$ cat src/rtl/uart_cmd_parser.sv
// rtl/uart_cmd_parser.sv - assembles and validates 5-byte UART command frames
module uart_cmd_parser #(
  parameter logic [7:0] SOF_BYTE       = 8'hAA,
  parameter int         TIMEOUT_CYCLES = 500000,
  parameter int         TO_W           = 20
) (
  input  logic        clk,
  input  logic        reset,
  input  logic [7:0]  rx_data,
  input  logic        rx_ready,
  input  logic        rx_parity_error,
  output logic        cmd_valid,
  output logic [7:0]  cmd_addr,
  output logic [15:0] cmd_data,
  output logic        frame_error,
  output logic [7:0]  err_count,
  output logic        busy
);

  typedef enum logic [2:0] {IDLE, S_ADDR, S_DH, S_DL, S_CHK} state_t;

  state_t          state, state_next;
  logic            rx_ready_d;
  logic            byte_stb;
  logic [TO_W-1:0] timer;
  logic            timeout;
  logic [7:0]      addr_r, data_h_r, data_l_r;
  logic            cv_next, fe_next;

  // One byte per rising edge of rx_ready, whether it is a pulse or a held level
  assign byte_stb = rx_ready & ~rx_ready_d;
  // A byte arriving in the same cycle as the timeout takes priority
  assign timeout  = (state != IDLE) && !byte_stb &&
                    (timer == TO_W'(TIMEOUT_CYCLES - 1));

  // Edge-detect register for rx_ready
  always_ff @(posedge clk or posedge reset) begin
    if (reset) rx_ready_d <= 1'b0;
    else       rx_ready_d <= rx_ready;
  end

  // Inter-byte timer: idle at zero, restarted by every accepted strobe
  always_ff @(posedge clk or posedge reset) begin
    if (reset)                          timer <= '0;
    else if (state == IDLE || byte_stb) timer <= '0;
    else                                timer <= timer + 1'b1;
  end

  // State register
  always_ff @(posedge clk or posedge reset) begin
    if (reset) state <= IDLE;
    else       state <= state_next;
  end

  // Next-state and strobe decode
  always_comb begin
    state_next = state;
    cv_next    = 1'b0;
    fe_next    = 1'b0;
    if (state == IDLE) begin
      if (byte_stb && rx_data == SOF_BYTE && !rx_parity_error) state_next = S_ADDR;
    end else if (byte_stb) begin
      if (rx_parity_error) begin
        fe_next    = 1'b1;
        state_next = IDLE;
      end else begin
        case (state)
          S_ADDR:  state_next = S_DH;
          S_DH:    state_next = S_DL;
          S_DL:    state_next = S_CHK;
          S_CHK: begin
            if (rx_data == (addr_r ^ data_h_r ^ data_l_r)) cv_next = 1'b1;
            else                                           fe_next = 1'b1;
            state_next = IDLE;
          end
          default: state_next = IDLE;
        endcase
      end
    end else if (timeout) begin
      fe_next    = 1'b1;
      state_next = IDLE;
    end
  end

  // Capture frame payload bytes as they arrive
  always_ff @(posedge clk or posedge reset) begin
    if (reset) begin
      addr_r   <= '0;
      data_h_r <= '0;
      data_l_r <= '0;
    end else if (byte_stb && !rx_parity_error) begin
      case (state)
        S_ADDR:  addr_r   <= rx_data;
        S_DH:    data_h_r <= rx_data;
        S_DL:    data_l_r <= rx_data;
        default: ;
      endcase
    end
  end

  // Registered outputs: strobes, last good command, saturating error count
  always_ff @(posedge clk or posedge reset) begin
    if (reset) begin
      cmd_valid   <= 1'b0;
      frame_error <= 1'b0;
      cmd_addr    <= '0;
      cmd_data    <= '0;
      err_count   <= '0;
      busy        <= 1'b0;
    end else begin
      cmd_valid   <= cv_next;
      frame_error <= fe_next;
      busy        <= (state_next != IDLE);
      if (cv_next) begin
        cmd_addr <= addr_r;
        cmd_data <= {data_h_r, data_l_r};
      end
      if (fe_next && err_count != 8'hFF) err_count <= err_count + 8'd1;
    end
  end

endmodule

$ cat config.mk
export PLATFORM = sky130hd
export DESIGN_NAME = uart_cmd_parser
export DESIGN_NICKNAME = d
export VERILOG_FILES = /design/src/rtl/uart_cmd_parser.sv
export SDC_FILE = /design/constraint.sdc
export NUM_CORES = 1
export LEC_CHECK = 0
export BUFFER_PORTS_ARGS = -buffer_cell sky130_fd_sc_hd__buf_2
export CORE_UTILIZATION = 30
export DETAILED_ROUTE_END_ITERATION = 8
export PLACE_DENSITY = 0.58
export SYNTH_ARGS = -nofsm -noshare
export SYNTH_HDL_FRONTEND = slang
export SYNTH_SLANG_ARGS = --single-unit
$ cat constraint.sdc
create_clock -name clk -period 2.79 [get_ports clk]
set_input_delay 0.279 -clock clk [delete_from_list [all_inputs] [get_ports clk]]
set_output_delay 0.279 -clock clk [all_outputs]
set_load 0.02 [all_outputs]
Word-level counts from Yosys, hierarchy flattened. Index checks and enable logic that the tools add are counted.

Word-level logic and storage cells: 59. Bits in registers: 83. Bits of input ports: 12.

Reductions and logical operators: 15. Mux-type cells: 18. Add/subtract/negate cells: 2. Equality and inequality tests: 8. Bitwise operators: 4.

Operators with widths (number): $add 20x1->20 const B (1); $eq 20x19->1 const B (1); $mux 20 (1); $xor 8x8->8 (2); $mux 3 (5); $mux 1 (11); $pmux 3 s3 (1); $add 8x1->8 const B (1); $eq 8x8->1 (1); $eq 8x8->1 const B (1); $ne 8x8->1 const B (1); $eq 3x2->1 const B (2); $logic_and 1x1->1 (6); $reduce_and 2->1 (3); $reduce_bool 3->1 (2); $eq 3x1->1 const B (1); $eq 3x3->1 const B (1); $logic_not 3->1 (1); $logic_not 1->1 (2); $and 1x1->1 (1); $logic_or 1x1->1 (1); $not 1->1 (1).

Depth between registers and ports, before layout.
Word-level depth: 9. Depth in mapped cells: 8. Gate-level depth less buffers: 7.

Least setup slack after synthesis. Ideal clock, no wire load.

Kind: register to register. Start point: reg timer[0]. End point: reg err_count[6]. Period minus slack after synthesis: 2.215 ns. Slack: 0.575 ns. Library setup time: 0.125 ns. Data arrival time: 2.090 ns. Stages on the path, launching flop included: 9. Path through: dfrtp_1 > ha_1 > and4_1 > nand2_1 > or4_4 > or4b_1 > buf_6 > nand4_4 > mux2_4.

Longest elaborated chain between the ends: 6.

Ends and longest elaborated chain: from (decl) (line 25) `logic [TO_W-1:0] timer;`; from (signal assigned) (line 46) `else timer <= timer + 1'b1;`; $eq 20x19->1 (line 34) `(timer == TO_W'(TIMEOUT_CYCLES - 1));`; $logic_and 1x1->1 (line 33) `assign timeout = (state != IDLE) && !byte_stb &&`; $mux 1 (line 79) `end else if (timeout) begin`; $mux 1 (line 62) `end else if (byte_stb) begin`; $mux 1 (line 60) `if (state == IDLE) begin`; $logic_and 1x1->1 (line 118) `if (fe_next && err_count != 8'hFF) err_count <= err_count + 8'd1;`; to (signal assigned) (line 118); to (decl) (line 16) `output logic [7:0] err_count,`.

Every way passes these cells. A chain may end at the register's enable or synchronous reset.

Final worst setup path. Same ends and word-level chain as after synthesis.

==> results.rst <==
.. list-table::
   :header-rows: 1

   * - Metric
     - Value
   * - Least-Margin Pin Slew
     - 0.5501 ns
   * - Drt first pass iters
     - 4
   * - CTS tree
     - done
   * - Via density per instance
     - 4.585
   * - Achievable frequency
     - 402.5 MHz
   * - Share of the yosys chip area belonging to registers
     - 0.5584
   * - Maximum clock path buffer count
     - 2
   * - Cell type with the largest total area after synthesis
     - sky130_fd_sc_hd__dfrtp_1
   * - Post-synthesis instance area
     - 3720 um2
   * - Slew Limit Headroom
     - 0.6328
   * - Final min period
     - 2.485 ns
   * - Number of distinct standard cells referenced by the synthesized netlist
     - 42
   * - Post-synthesis share of cell area spent on full adders, half adders and majority gates
     - 0.006727
   * - Number of cells traversed by the worst hold path
     - 1
   * - Slowest library cell on the worst path
     - sky130_fd_sc_hd__or4_4
   * - Detail Route Antenna Nets
     - 0
   * - Final-layout setup total negative slack
     - 0 ns
   * - Max Transition Viols Final
     - 0
   * - Result of the run
     - complete, no violations
   * - Compound-Gate Fraction of Synth Area
     - 0.02792
   * - Number of global-route vias before repair
     - 2,483
   * - Port bufs
     - 46
   * - Critical Path AT
     - 2.70 ns
   * - # DRC
     - 0
   * - Endpoint, Worst Hold
     - rx_ready_d$_DFF_PP0_
   * - Die X
     - 113.4 um
   * - Die Height
     - 113.4 um
   * - Max Cap Violations
     - 0
   * - YS warnings
     - 0
   * - Routed WL per cell
     - 14.09 um
   * - Total number of vias
     - 2,398
   * - I/O pin count
     - 47
   * - # setup viols final
     - 0
   * - Overall Global Routing Usage
     - 0.1268
   * - Synth Area in Simple Gates
     - 0.1393
   * - Largest incremental delay on the critical path
     - 0.48 ns
   * - Count leader, synth
     - sky130_fd_sc_hd__dfrtp_1
   * - Post-synthesis mux area share
     - 0.1534
   * - Setup Crit Path Kind
     - reg -> reg
   * - Path category of the worst min-delay check
     - in -> reg
   * - Standard cell core area
     - 12,060 um2
   * - Count of flip-flops with a built-in enable after synthesis
     - 0
   * - Initial core utilization
     - 0.3084
   * - Number of rows in the core area
     - 40
   * - Critical Path Sink Type
     - flip-flop
   * - Post-detail-place hpwl
     - 5.261 mm
   * - Origin of the critical flop-to-flop path
     - timer[0]$_DFF_PP0_
   * - Areal power density over the cells
     - 632.2 nW/um2
   * - Data required time of the critical path
     - 3.01 ns
   * - Worst reg2reg path depth
     - 7
   * - Launching element type of the critical path
     - flip-flop
   * - Minimum setup slack among reg-to-reg paths
     - 0.31 ns
   * - Final core utilization
     - 0.3725
   * - Critical-path maximum fanout
     - 8
   * - Cell Count, Final, Fillers Out
     - 523
   * - Most instantiated flip-flop cell in the synthesis netlist
     - sky130_fd_sc_hd__dfrtp_1
   * - Number of nets produced by synthesis
     - 307
   * - Register clock-pin slew on the reported worst setup and hold paths
     - 0.06 ns
   * - Clk_skew
     - 0.004930 ns
   * - Count of final hold-check violations
     - 0
   * - Starting DRC count in detailed routing
     - 94
   * - Total Routed Length
     - 7.371 mm
   * - Yosys top cell area share
     - 0.5584
   * - Resized cells post-CTS
     - 0
   * - Fraction of layout cells with a size suffix above 1
     - 0.3465
   * - CTS Sinks
     - 83
   * - Main combinational cell family by area after synthesis
     - multiplexers
   * - Final-layout fill cell count
     - 1,163
   * - Critical path cell sequence
     - ha_1 > and4_1 > nand2_1 > or4_4 > or4b_1 > nand4_4 > mux2_4
   * - Top cells by count, synth
     - sky130_fd_sc_hd__dfrtp_1 (83), sky130_fd_sc_hd__mux2_2 (41), sky130_fd_sc_hd__xnor2_1 (29), sky130_fd_sc_hd__nor2_1 (19), sky130_fd_sc_hd__xor2_1 (14)
   * - Share of flip-flops with an asynchronous set or reset
     - 1.000
   * - Cell count after placement
     - 506
   * - FF+latch count, synth
     - 83
   * - Global route total overflow
     - 0
   * - Nets@finish
     - 364
   * - Parity-gate share of the synthesized area counting xor and xnor cells
     - 0.1012
   * - Period utilization
     - 0.8906
   * - Post-Synthesis Mean Instance Area
     - 12.70 um2
   * - Static leakage power
     - 2.130 nW
   * - Die area
     - 12,850 um2
   * - Start point of the worst hold path
     - rx_ready
   * - Global-route wire length before repair
     - 12.64 mm
   * - Largest net degree at the start of global routing
     - 32
   * - Antenna Cells
     - 0
   * - Largest voltage drop on the vdd net
     - 0.0003524 V
   * - Growth of design area from synthesis to finish
     - 20.79%
   * - Number of H-tree branching levels
     - 3
   * - Number of antenna violations at the first check in global routing
     - 0
   * - TritonCTS Buffers
     - 9
   * - Library cell used as clock root buffer
     - sky130_fd_sc_hd__clkbuf_16
   * - Number of instances in the synthesized netlist
     - 293
   * - Worst r2r dst
     - err_count[6]$_DFFE_PP0P_
   * - Setup repair after global routing missed its margin
     - false
   * - RD Place Congestion
     - 0.7917
   * - Biggest area contributors in the synthesized netlist
     - sky130_fd_sc_hd__dfrtp_1 (56%), sky130_fd_sc_hd__mux2_2 (12%), sky130_fd_sc_hd__xnor2_1 (6.8%)
   * - Clk_lat worst skew
     - 0.33 ns
==> worst max-delay path: cells and delay by family, from the launching register on <==
kind / cells / cell delay [ns]
fa+ha+maj: 1 / 0.22
flops: 1 / 0.40
simple gates: 5 / 1.44
mux: 1 / 0.31
==> registers in the layout, indices dropped and copies added, names as in the netlist, 3 cells and up <==
register   flops
timer         20
err_count      8
data_l_r       8
state          3
data_h_r       8
addr_r         8
cmd_addr       8
cmd_data      16
==> report_power, final <==
part           switching, W  internal [W]
Sequential        0.0000685       0.00127
Clock              0.000493      0.000727
Combinational      0.000142      0.000142
==> worst max path at each step <==
stage / startpoint / end / slack [ns] / cells after the start
global placement: timer[0]$_DFF_PP0_ / err_count[6]$_DFFE_PP0P_ / 0.37 / 7
floorplan: reset / addr_r[0]$_DFFE_PP0P_ / 0.37 / 1
global route: timer[0]$_DFF_PP0_ / err_count[6]$_DFFE_PP0P_ / 0.15 / 7
CTS: timer[0]$_DFF_PP0_ / err_count[6]$_DFFE_PP0P_ / 0.31 / 7
finish: timer[0]$_DFF_PP0_ / err_count[6]$_DFFE_PP0P_ / 0.31 / 7
detailed placement: timer[0]$_DFF_PP0_ / err_count[6]$_DFFE_PP0P_ / 0.33 / 7
==> cells by family after synthesis <==
family,Yosys count
xor+xnor,43
mux,50
fa+ha+maj,2
buf+inv,10
compound gates,17
simple gates,88
flops,83
==> timing repair <==
action / in CTS / in global routing
hold endpoints to repair: 28 / 0
setup buffers: 0 / 0
hold buffers: 1 / 0
==> cells in the final DEF (no fill, tap or decap), types with 2 or more instances in the layout <==
| cell type | count |
|---|---|
| sky130_fd_sc_hd__inv_1 | 3 |
| sky130_fd_sc_hd__and3_1 | 3 |
| sky130_fd_sc_hd__mux2_1 | 7 |
| sky130_fd_sc_hd__xor2_1 | 14 |
| sky130_fd_sc_hd__mux2_2 | 41 |
| sky130_fd_sc_hd__dfrtp_1 | 83 |
| sky130_fd_sc_hd__o21ai_0 | 6 |
| sky130_fd_sc_hd__or4_4 | 2 |
| sky130_fd_sc_hd__clkbuf_16 | 9 |
| sky130_fd_sc_hd__mux2_4 | 2 |
| sky130_fd_sc_hd__nand4_1 | 9 |
| sky130_fd_sc_hd__and4_1 | 4 |
| sky130_fd_sc_hd__clkinv_4 | 2 |
| sky130_fd_sc_hd__buf_4 | 5 |
| sky130_fd_sc_hd__nand3_1 | 13 |
| sky130_fd_sc_hd__inv_6 | 2 |
| sky130_fd_sc_hd__nor2_1 | 19 |
| sky130_fd_sc_hd__xnor2_1 | 29 |
| sky130_fd_sc_hd__nand2_1 | 12 |
| sky130_fd_sc_hd__nand2_2 | 2 |
| sky130_fd_sc_hd__ha_1 | 2 |
| sky130_fd_sc_hd__nand3b_1 | 2 |
| sky130_fd_sc_hd__nor3_1 | 4 |
| sky130_fd_sc_hd__a21oi_1 | 6 |
| sky130_fd_sc_hd__buf_2 | 46 |
| sky130_fd_sc_hd__or3_1 | 5 |
==> layer usage <==
| layer | vias up | track usage | part of all wire |
|---|---|---|---|
| li1 | 1147 | - | - |
| met2 | 49 | 0.2057 | 0.48 |
| met4 | 0 | 0.04825 | 0.013 |
| met5 | - | 0 | 0 |
| met1 | 1191 | 0.1568 | 0.46 |
| met3 | 11 | 0.04178 | 0.046 |
==> area by class of cell <==
type                       count  area [um2]  share of cell area
inverter                       4       16.27            0.003620
timing repair buffer          52       277.8             0.06182
clock inverter                 6       72.57             0.01615
multi-input combinational    200        1600              0.3562
sequential                    83        2077              0.4623
tap                          168       210.2             0.04678
clock buffer                  10       239.0             0.05319
==> stage by stage <==
step / hold WS [ns] / area (um2) / setup slack [ns] / total power (W)
CTS: 0.07229 / 4493 / 0.3071 / 0.002881
global placement: 0.3438 / 4172 / 0.3728 / 0.001638
global route: 0.07755 / 4493 / 0.1454 / 0.002967
floorplan: 0.3104 / 3720 / 0.3742 / 0.001554
finish: 0.08018 / 4493 / 0.3053 / 0.002840
detailed placement: 0.3560 / 4172 / 0.3268 / 0.001649
Power figures use the tool's default switching activity.
